## src/rtl/dmem_arb_pkg.sv

```systemverilog
// Shared definitions for the data-memory arbiter.
//   OWNER_M0 / OWNER_M1 : encodings of the "last granted master" register
//   DEFAULT_MAX_BURST   : default burst limit before the other master is forced in
//   cnt_width()         : minimum burst-counter width able to hold a given MAX_BURST
package dmem_arb_pkg;

  localparam logic OWNER_M0 = 1'b0;
  localparam logic OWNER_M1 = 1'b1;

  localparam int DEFAULT_MAX_BURST = 4;

  // Smallest w such that 2**w > max_burst, i.e. the counter can hold max_burst.
  function automatic int cnt_width(input int max_burst);
    int w;
    w = 1;
    while ((1 << w) <= max_burst) w++;
    return w;
  endfunction

endpackage

```

## src/rtl/dmem_arb_pick.sv

```systemverilog
// Pure combinational grant decision for the two-master data-memory arbiter.
// Ports:
//   req0, req1  : request from master 0 / master 1 (already qualified by reset)
//   owner       : master granted most recently (OWNER_M0 / OWNER_M1)
//   cnt_at_max  : owner has used up its burst allowance
//   gnt0, gnt1  : one-hot (or zero) grant for this cycle
module dmem_arb_pick
  import dmem_arb_pkg::*;
(
  input  logic req0,
  input  logic req1,
  input  logic owner,
  input  logic cnt_at_max,
  output logic gnt0,
  output logic gnt1
);

  always_comb begin
    gnt0 = 1'b0;
    gnt1 = 1'b0;
    if (req0 && req1) begin
      // Contention: the owner keeps the port until its burst is spent,
      // then the waiting master takes over.
      if (cnt_at_max) begin
        gnt0 = (owner == OWNER_M1);
        gnt1 = (owner == OWNER_M0);
      end else begin
        gnt0 = (owner == OWNER_M0);
        gnt1 = (owner == OWNER_M1);
      end
    end else begin
      gnt0 = req0;
      gnt1 = req1;
    end
  end

endmodule

```

## src/rtl/dmem_arbiter.sv

```systemverilog
// Two-master arbiter in front of the single-port data memory
// (sync write, async read). Master 0 is the CPU load/store path,
// master 1 the DMA/debug port. At most one access is granted per cycle;
// a burst counter bounds how long one master can hold the port while the
// other waits. Read data returns registered, one cycle after the grant.
//
// Handshake (both masters): a master raises mX_req with mX_we/mX_addr/
// mX_wdata stable and keeps them stable until mX_gnt is seen high in the
// same cycle; that cycle is the transfer. After a grant the master may
// change or drop its request freely. A request dropped before its grant
// is simply never performed. Reads return mX_rvalid/mX_rdata one cycle
// after their grant; writes commit at the clock edge ending the grant.
//
// Ports:
//   clk, rst_n                    : clock, async active-low reset
//   mX_req/we/addr/wdata          : master X request
//   mX_gnt                        : master X accepted this cycle (combinational)
//   mX_rvalid/rdata               : master X registered read return
//   mem_MemRead/MemWrite/Addr/WriteData, mem_ReadData : data memory port
//   dbg_owner, dbg_cnt            : arbitration state (last owner, burst count)
module dmem_arbiter
  import dmem_arb_pkg::*;
#(
  parameter int MAX_BURST = DEFAULT_MAX_BURST,
  parameter int CNT_W     = 4
) (
  input  logic             clk,
  input  logic             rst_n,
  input  logic             m0_req,
  input  logic             m0_we,
  input  logic [31:0]      m0_addr,
  input  logic [31:0]      m0_wdata,
  output logic             m0_gnt,
  output logic             m0_rvalid,
  output logic [31:0]      m0_rdata,
  input  logic             m1_req,
  input  logic             m1_we,
  input  logic [31:0]      m1_addr,
  input  logic [31:0]      m1_wdata,
  output logic             m1_gnt,
  output logic             m1_rvalid,
  output logic [31:0]      m1_rdata,
  output logic             mem_MemRead,
  output logic             mem_MemWrite,
  output logic [31:0]      mem_Addr,
  output logic [31:0]      mem_WriteData,
  input  logic [31:0]      mem_ReadData,
  output logic             dbg_owner,
  output logic [CNT_W-1:0] dbg_cnt
);

  if (cnt_width(MAX_BURST) > CNT_W) begin : g_bad_cnt_w
    $error("dmem_arbiter: CNT_W too small to hold MAX_BURST");
  end

  logic             owner;
  logic [CNT_W-1:0] cnt;
  logic             cnt_at_max;
  logic             req0_q;
  logic             req1_q;
  logic             gnt0;
  logic             gnt1;
  logic             gnt_any;
  logic             gnt_id;
  logic             gnt_we;

  assign cnt_at_max = (cnt == CNT_W'(MAX_BURST));

  // Gating requests with rst_n keeps every grant and memory enable low for
  // the whole time reset is asserted, including a grant already in flight.
  assign req0_q = m0_req & rst_n;
  assign req1_q = m1_req & rst_n;

  dmem_arb_pick u_pick (
    .req0       (req0_q),
    .req1       (req1_q),
    .owner      (owner),
    .cnt_at_max (cnt_at_max),
    .gnt0       (gnt0),
    .gnt1       (gnt1)
  );

  assign m0_gnt    = gnt0;
  assign m1_gnt    = gnt1;
  assign gnt_any   = gnt0 | gnt1;
  assign gnt_id    = gnt1 ? OWNER_M1 : OWNER_M0;
  assign dbg_owner = owner;
  assign dbg_cnt   = cnt;

  // Memory port mux; everything is zero when nobody is granted.
  always_comb begin
    gnt_we        = 1'b0;
    mem_Addr      = 32'h0;
    mem_WriteData = 32'h0;
    if (gnt0) begin
      gnt_we        = m0_we;
      mem_Addr      = m0_addr;
      mem_WriteData = m0_wdata;
    end else if (gnt1) begin
      gnt_we        = m1_we;
      mem_Addr      = m1_addr;
      mem_WriteData = m1_wdata;
    end
  end

  assign mem_MemWrite = gnt_any & gnt_we;
  assign mem_MemRead  = gnt_any & ~gnt_we;

  // Burst tracking: count consecutive grants to the same master,
  // saturating at MAX_BURST; a switch of master restarts the count at 1.
  always_ff @(posedge clk or negedge rst_n) begin
    if (!rst_n) begin
      owner <= OWNER_M0;
      cnt   <= '0;
    end else if (gnt_any) begin
      if (gnt_id == owner) begin
        if (!cnt_at_max) cnt <= cnt + CNT_W'(1);
      end else begin
        owner <= gnt_id;
        cnt   <= CNT_W'(1);
      end
    end
  end

  // Registered read return; rdata holds between reads of its own master.
  always_ff @(posedge clk or negedge rst_n) begin
    if (!rst_n) begin
      m0_rvalid <= 1'b0;
      m0_rdata  <= 32'h0;
      m1_rvalid <= 1'b0;
      m1_rdata  <= 32'h0;
    end else begin
      m0_rvalid <= gnt0 & ~m0_we;
      m1_rvalid <= gnt1 & ~m1_we;
      if (gnt0 && !m0_we) m0_rdata <= mem_ReadData;
      if (gnt1 && !m1_we) m1_rdata <= mem_ReadData;
    end
  end

endmodule

```

## config.mk

```make
export PLATFORM = sky130hd
export DESIGN_NAME = dmem_arbiter
export DESIGN_NICKNAME = d
export VERILOG_FILES = /design/src/rtl/dmem_arb_pkg.sv /design/src/rtl/dmem_arb_pick.sv /design/src/rtl/dmem_arbiter.sv
export SDC_FILE = /design/constraint.sdc
export NUM_CORES = 1
export LEC_CHECK = 0
export ABC_CLOCK_PERIOD_IN_PS = 3130
export CORE_AREA = 2 2 119 121
export CTS_CLUSTER_DIAMETER = 200
export DETAILED_ROUTE_END_ITERATION = 7
export DIE_AREA = 0 0 121 123
export HOLD_SLACK_MARGIN = 0.12
export PLACE_DENSITY = 0.68
export REMOVE_ABC_BUFFERS = 1
export SYNTH_ARGS = -nofsm -noshare
export SYNTH_HDL_FRONTEND = slang
export SYNTH_SLANG_ARGS = --single-unit
```

## constraint.sdc

```tcl
create_clock -name clk -period 3.13 [get_ports clk]
set_clock_uncertainty 0.1 [all_clocks]
set_input_delay 0.313 -clock clk [delete_from_list [all_inputs] [get_ports clk]]
set_output_delay 0.313 -clock clk [all_outputs]
set_load 0.03 [all_outputs]
```

==> results.txt, run 1 <==
The flow ran to the end, and the final reports show no timing, DRC or antenna violations. The cell type group with the largest total delay on the critical path is buffers and inverters. TritonCTS built the clock tree.

The actual slew at the worst max-slew pin was 0.890 ns. Across all layers, the routed design uses 3,590 vias. The initial antenna violation count was 1. Based on the critical path, the design can be clocked at up to 336 MHz. In this run switching power makes up 40.4% of total power.

The remaining routing DRC violations is 0, and the proportion of power drawn by combinational gates is 54.8%. Number of buffers added by the clock tree synthesis step: 9. Global routing used 21.0% of the available tracks across all layers.

After synthesis, the netlist uses 25 different library cells. Met1 routed wirelength after detailed routing: 6120 um. The highest metal layer carrying signal wires in the routed design is met4.

Highest cell delay on the worst timing path: 0.44 ns. The run gives 0.154 ns as the post-layout worst setup margin. The final layout contains routed wiring with a total length of 16,200 um. The routability-driven placement congestion ratio came out at 0.852. The first-pass iteration count of the detailed router was 4. In this run the tool buffered the top-level ports with 304 buffer cells. The sort of element at the end of the critical path is an output port.

The core box area was 0.0136 sq mm; the final critical-path required period was 2.98 ns. For the worst slack at placement, the log shows 0.367 ns. The tools report the capturing point of the worst reg2reg path as m1_rdata[17]. Counting both buffers and inverters, the worst setup path holds a total of 3. The number of max-slew violations in the final report was 0; the register clock-pin slew on the reported worst setup and hold paths was 0.06 ns.

The post-route fraction of the period consumed by the critical path is 95.1%. The number of H-tree levels was 3. Peak ir drop on the vdd network: 0.000251 V. In this run the vertical extent of the chip is 123 um. For the total I/O pin count, the log shows 305. The logs give 185 for the violation count after the first detailed-route iteration and 3,607 for the via count of the first global-routing pass.

At the end of the flow the core is filled with cells to 52.2%. After detailed routing, the number of vias per cell comes to 4.77. The longest clock path from root to sink contains 2 buffers. The tools report the final count of hold timing violations as 0.

For the worst setup path, the data arrival time is 2.56 ns. For this configuration, the core starts out at a cell density of 26.1%. The share of the Yosys chip area taken by registers is 49.9%.

The power share of the clock group came out at 17.2%. For the die area, the log shows 0.0149 sq mm. The logs give 0 for the number of max-cap violations and 1,172 for the fill cell instance count of the final layout. Dividing the synthesized area by the synthesized cell count gives 13.2 sq um. Entering global routing, the biggest net connects 72 pins. Counting cells, the worst reg-to-reg path comes to 7. The tightest slew margin relative to the limit came out at 40.7%. In this run the cell area of the synthesized design comes to 0.00356 sq mm. Setup violations remaining at the end of the flow were counted as 0. After routing, the total negative slack on setup checks comes to 0 ns. The post-route netlist has 23.4% of its cells at a drive strength greater than 1. For the residual antenna-violating net count after detailed routing, the log shows 0. For this design the static power due to leakage is 2.97 nW. Setup repair after global routing left no endpoint under its margin. After global routing the overflow that remains totals 0. Worst min-delay path category: primary input to async pin. The run gives 736 as the number of nets in the final layout. The run gives 0.33 ns as the clock latency of the later-clocked register in the worst-skew pair. The startpoint identified for the worst register-to-register timing path is dbg_cnt[0].

The met3 wire length came out at 1600 um. The largest individual stage delay along the critical path comes from the cell dfrtp_1. For flop-to-flop paths, the worst setup slack is 0.62 ns.

The first-pass GRT wire length was 22,700 um; the sequential group share of total power was 28.0%. Root buffer selected by CTS: clkbuf_16. The synthesized design contains 71 register bits. Detailed placement ended at an HPWL of 13,400 um. In this run the power spent charging and discharging nets is 0.00214 W.

Of all nets on the critical path, the largest fanout is 48. After detailed routing, the met2 layer carries 8050 um of wire. Total clock sinks: 71.

Dividing total power by cell area gives a power density of 748 mW/mm^2. The critical path crosses 8 cells after its start point. The cell count after synthesis came out at 269. Traced cell by cell, the critical path runs through inv_1, ha_1, and3b_2, xor2_4, a21oi_4, buf_6, a22o_1, buf_12. The worst setup path is launched from a register.

The die outline width works out to 121 um. In the final routed layout, each cell accounts on average for 21.5 um. The setup path with the least slack is of type register to output port. The floorplan has 43 rows.

The tools report the internal cell power as 0.00317 W. The Yosys step of the flow raised 0 warnings. STA puts the critical path data required time at 2.72 ns. Layout overhead on the synthesized area: 99.6%.
==> synth_stat cells (all sizes together) <==
| library cell | number | share of area, % |
|---|---|---|
| nor2 | 3 | 0.32 |
| mux2i | 2 | 0.56 |
| and3b | 1 | 0.25 |
| a21oi | 7 | 0.98 |
| o21a | 3 | 0.63 |
| o21ai | 3 | 0.42 |
| inv | 4 | 0.42 |
| xor2 | 1 | 0.77 |
| buf | 18 | 3.8 |
| xnor2 | 1 | 0.77 |
| dfrtp | 71 | 50 |
| o211ai | 1 | 0.21 |
| nand4 | 4 | 0.70 |
| nand3 | 3 | 0.42 |
| ha | 2 | 0.70 |
| o21ba | 1 | 0.28 |
| a211oi | 2 | 1.1 |
| nand2 | 5 | 0.53 |
| a22o | 64 | 16 |
| nand2b | 2 | 0.35 |
| nor3b | 1 | 0.21 |
| clkbuf | 6 | 0.63 |
| mux2 | 64 | 20 |
==> routing by layer <==
metal,vias up,track usage (%)
met5,-,0
met4,0,6.98
met3,29,7.15
met2,202,35.3
met1,1736,25.4
li1,1623,-
==> state kept, by name, indices dropped and copies added (netlist names) <==
register	count
m0_rdata	32
dbg_cnt	4
m0_rvalid	1
dbg_owner	1
m1_rdata	32
m1_rvalid	1
==> cells by family (layout without fill, tap and decap cells) <==
kind of cell | count (synthesis) | in the layout | share of synthesized area (%)
compound gates | 81 | 81 | 19.4
buf+inv | 28 | 331 | 4.82
simple gates | 19 | 19 | 2.78
fa+ha+maj | 2 | 2 | 0.703
flops | 71 | 71 | 49.9
mux | 66 | 66 | 20.8
xor+xnor | 2 | 2 | 1.55
other cells | 0 | 1 | 0
==> how the worst max path moves through the flow <==
| stage | start | to | slack, ns |
|---|---|---|---|
| floorplan | dbg_cnt[0] | mem_Addr[0] | -2.06 |
| global placement | dbg_cnt[0] | mem_Addr[15] | 0.42 |
| detailed placement | dbg_cnt[0] | mem_Addr[15] | 0.37 |
| CTS | dbg_cnt[0] | mem_MemWrite | 0.09 |
| global route | dbg_cnt[0] | mem_WriteData[27] | 0.004 |
| finish | dbg_cnt[0] | mem_WriteData[27] | 0.15 |
==> what timing repair did <==
action / in CTS / in global routing
endpoints found under the hold margin: 1 / 0
endpoints found under the setup margin: 1 / 11
cloned: 0 / 0
pin swaps: 0 / 0
resized for setup: 1 / 1
hold buffers: 1 / 0
buffers inserted: 0 / 0
==> area by class of cell <==
class	count	area (sq um)	area share, %
multi-input cells	170	1630	23.0
clock inverters	3	20.0	0.282
clock buffers	12	246	3.47
flip-flops and latches	71	1780	25.0
well taps	180	225	3.17
repair buffers	312	3180	44.8
inverters	4	15.0	0.211
diodes	1	2.50	0.0352
==> power by group through the flow <==
stage / sequential, W / clock, W / combinational [W]
after floorplan: 0.00217 / 0 / 0.000808
after global placement: 0.00148 / 0 / 0.00290
after detailed placement: 0.00150 / 0 / 0.00292
after CTS: 0.00149 / 0.000941 / 0.00293
after global routing: 0.00153 / 0.000994 / 0.00304
final: 0.00148 / 0.000914 / 0.00291
==> per-stage QoR <==
stage	power, W	hold WS [ns]	cells	instance area (sq um)
after floorplan	0.00298	-0.0826	245	3400
after global placement	0.00438	0.0278	736	6820
after detailed placement	0.00443	0.0272	736	6820
after CTS	0.00536	0.268	752	7100
after global routing	0.00557	0.282	753	7100
final	0.00531	0.270	753	7100
==> layout by cell type, fill, tap and decap left out, drive strengths merged, types with 2 or more instances in the layout <==
cell type and n:
a211oi 2, buf 73, clkdlybuf4s50 238, clkinvlp 2, mux2i 2, ha 2
dfrtp 71, a21oi 7, o21a 3, inv 4, a22o 64, clkbuf 12
nand2b 2, o21ai 3, nor2 3, nand2 5, nand3 3, mux2 64
nand4 4
No activity file was read; power rests on OpenSTA's default activity.
==> inputs of run 2 (changes only) <==
--- a/config.mk
+++ b/config.mk
@@ -6,12 +6,12 @@
 export NUM_CORES = 1
 export LEC_CHECK = 0
 export ABC_CLOCK_PERIOD_IN_PS = 3130
-export CORE_AREA = 2 2 119 121
+export CORE_MARGIN = 1
+export CORE_UTILIZATION = 25
 export CTS_CLUSTER_DIAMETER = 200
 export DETAILED_ROUTE_END_ITERATION = 7
-export DIE_AREA = 0 0 121 123
 export HOLD_SLACK_MARGIN = 0.12
-export PLACE_DENSITY = 0.68
+export PLACE_DENSITY = 0.66
 export REMOVE_ABC_BUFFERS = 1
 export SYNTH_ARGS = -nofsm -noshare
 export SYNTH_HDL_FRONTEND = slang
==> results.txt, run 2 (synthesis gave the netlist of run 1 again) <==
The die covers 0.0147 sq mm. In the routed layout, each cell is associated on average with a via count of 4.77. With fillers left out, the area of the finished cells amounts to 0.00704 sq mm. Root buffer selected by CTS: clkbuf_16. Summing all placed instances gives a cell area of 0.00674 sq mm. The routed wire length per instance is 20.3 um, and the proportion of power drawn by combinational gates is 53.8%.

The tools report the total setup violations reported at the end of the flow as 0. At the worst endpoint, the required time is 2.72 ns. The first-pass iteration count of the detailed router is 4. Headroom to the max-slew limit came out at 41.3%. The library cells used most frequently in the layout, excluding fill and tap cells, are clkdlybuf4s50_1 (237), dfrtp_1 (71), a22o_1 (64).

The final count of hold timing violations is 0, and the placed wire-length estimate after detailed placement is 12,500 um. In this run the power density over the cells is 757 mW/mm^2. Total via count in the routed design: 3,586. The clock passes through at most 2 buffers.

The total I/O pin count was 305; the number of max-slew violations in the final report was 0. The detailed router finished its first iteration with 177 violations. The area occupied by registers is 0.00178 sq mm, and the fraction of final layout cells sized beyond drive strength 1 is 23.6%. Setup repair after global routing left no endpoint under its margin. Clock latency of the later-clocked register in the worst-skew pair: 0.32 ns.

The worst min-delay path category is primary input to async pin. The run gives 2 as the initial antenna violation count. Number of nets in the final layout: 736.

The layout overhead on the synthesized area works out to 97.7%. For the total clock sinks, the log shows 71. The worst setup path is captured at an output port. Internal power comes to 0.00321 W.

At the worst endpoint, the arrival time is 2.54 ns. The overall global routing resource usage came out at 20.1%. Entering global routing, the biggest net connects 70 pins. For this design the total switching power over the nets is 0.00211 W. For the area of the multi-input gates, the log shows 0.00163 sq mm. In this run the worst path has a maximum fanout of 6. Core box area: 0.0139 sq mm. The total overflow reported by the global router was 0. Wires add up to 15,300 um. The number of buffers added by the clock tree synthesis step is 9. Across the run, the number of max-cap violations was 0. Power comes to 0.00532 W. The post-route fraction of the period consumed by the critical path works out to 94.2%. The run finished with clean final reports.

Measured along the x axis, the die boundary spans 121 um. Static timing analysis puts the maximum clock frequency at 339 MHz. For the finished layout, the period the worst path requires is 2.95 ns. The via count of the first global-routing pass is 3,537, and the reg-to-reg setup timing slack is 0.61 ns. Net switching is 39.6% of the power.

The critical path class is register to output port. The peak ir drop on the vdd network was 0.000292 V. For the number of H-tree levels, the log shows 3. For this design the static power due to leakage is 2.96 nW. Row generation in the floorplan step produced 43 rows.

The most common library cell in the layout ignoring fill and taps is clkdlybuf4s50_1. TritonCTS built the clock tree. At the end of routability-driven placement, the weighted congestion stood at 0.835.

The first global-routing pass estimated 21,200 um of wire. In this run the remaining antenna-violating nets after routing total 0. The worst setup path is launched from a register. For the initial cell density of the core, the log shows 25.6%. The fill cell instance count of the final layout is 1,251, and the sequential group share of total power is 27.8%.

At the pin with the least slew margin, the transition time is 0.880 ns. After detailed routing, the number of remaining DRC violations is 0. Power share of the clock group: 18.3%. The count of buffers added on input and output ports is 304.

Register clock-pin slew on the reported worst setup and hold paths: 0.05 ns. In this run the vertical extent of the chip is 121 um. 0 antenna diodes ended up in the layout.
## run 2: cell count changes in the layout (fill, tap and decap cells not counted)
cell             change
buf_4                +8
clkinvlp_4           -1
and3b_2              -1
clkdlybuf4s50_1      -1
and3b_1              +1
clkinv_2             +1
bufinv_16            +1
buf_6                -1
diode_2              -1
clkbuf_1             -2
buf_12               -6
## run 2: repair_timing
action,CTS,global route
hold buffers,1,0
endpoints found under the setup margin,0,0
resized for setup,0,0
endpoints found under the hold margin,2,0
setup buffers,0,0
## run 2: per-stage QoR
| stage | utilization, % | instances | setup slack (ns) | setup TNS, ns | hold slack [ns] |
|---|---|---|---|---|---|
| 6_report | 50.7 | 751 | 0.181 | 0 | 0.284 |
| 5_1_grt | 50.7 | 751 | 0.0254 | 0 | 0.287 |
| 4_1_cts | 50.7 | 751 | 0.139 | 0 | 0.272 |
| 3_5_place_dp | 48.6 | 736 | 0.349 | 0 | 0.0553 |
| 3_3_place_gp | 48.6 | 736 | 0.415 | 0 | 0.0494 |
| 2_1_floorplan | - | 245 | -2.06 | -136.50 | -0.0826 |
## run 2: worst paths after layout
check	start	endpoint	cells past startpoint
worst max-delay path	dbg_cnt[0]	mem_MemRead	7
worst min-delay path	rst_n	m1_rdata[31]	2
worst max register to register	dbg_cnt[0]	m1_rdata[28]	7
worst min register to register	m0_rdata[26]	m0_rdata[26]	1
max in group asynchronous	rst_n	m0_rdata[19]	3
min in group clk	m0_rdata[26]	m0_rdata[26]	1
## run 2: worst max-delay path, cell delays in order, from the launching register on
cell	delay [ns]
dfrtp_1	0.43
inv_1	0.08
ha_1	0.13
and3b_1	0.40
xor2_4	0.28
a21oi_1	0.11
o21a_1	0.20
clkdlybuf4s50_1	0.58
## run 2: area by class of cell
class | instances | area share, %
clock buffer | 10 | 3.40
clock inverter | 4 | 0.676
tap | 180 | 3.20
timing repair buffer | 312 | 44.1
inverter | 4 | 0.213
multi-input combinational | 170 | 23.2
sequential | 71 | 25.2
## run 2: power by group through the flow
stage	sequential, W	clock (W)	combinational (W)
after floorplan	0.00217	0	0.000808
after global routing	0.00153	0.00105	0.00300
after CTS	0.00149	0.00100	0.00289
final	0.00148	0.000977	0.00287
after detailed placement	0.00150	0	0.00288
after global placement	0.00148	0	0.00286
## run 2: per-layer routing
layer	vias to the layer above	GRT usage, %	part of all wire (%)
met4	4	5.56	1.4
li1	1616	-	-
met5	-	0	0.16
met1	1754	23.4	37
met3	16	6.63	9.8
met2	196	34.8	51
==> inputs of run 3 (changes only) <==
--- a/config.mk
+++ b/config.mk
@@ -6,12 +6,12 @@
 export NUM_CORES = 1
 export LEC_CHECK = 0
 export ABC_CLOCK_PERIOD_IN_PS = 3130
-export CORE_MARGIN = 1
-export CORE_UTILIZATION = 25
+export CORE_AREA = 2 2 119 121
 export CTS_CLUSTER_DIAMETER = 200
 export DETAILED_ROUTE_END_ITERATION = 7
+export DIE_AREA = 0 0 121 123
 export HOLD_SLACK_MARGIN = 0.12
-export PLACE_DENSITY = 0.66
+export PLACE_DENSITY = 0.68
 export REMOVE_ABC_BUFFERS = 1
 export SYNTH_ARGS = -nofsm -noshare
 export SYNTH_HDL_FRONTEND = slang
==> results of run 3 <==
Final layout, timing and power as in run 1 (identical DEF).
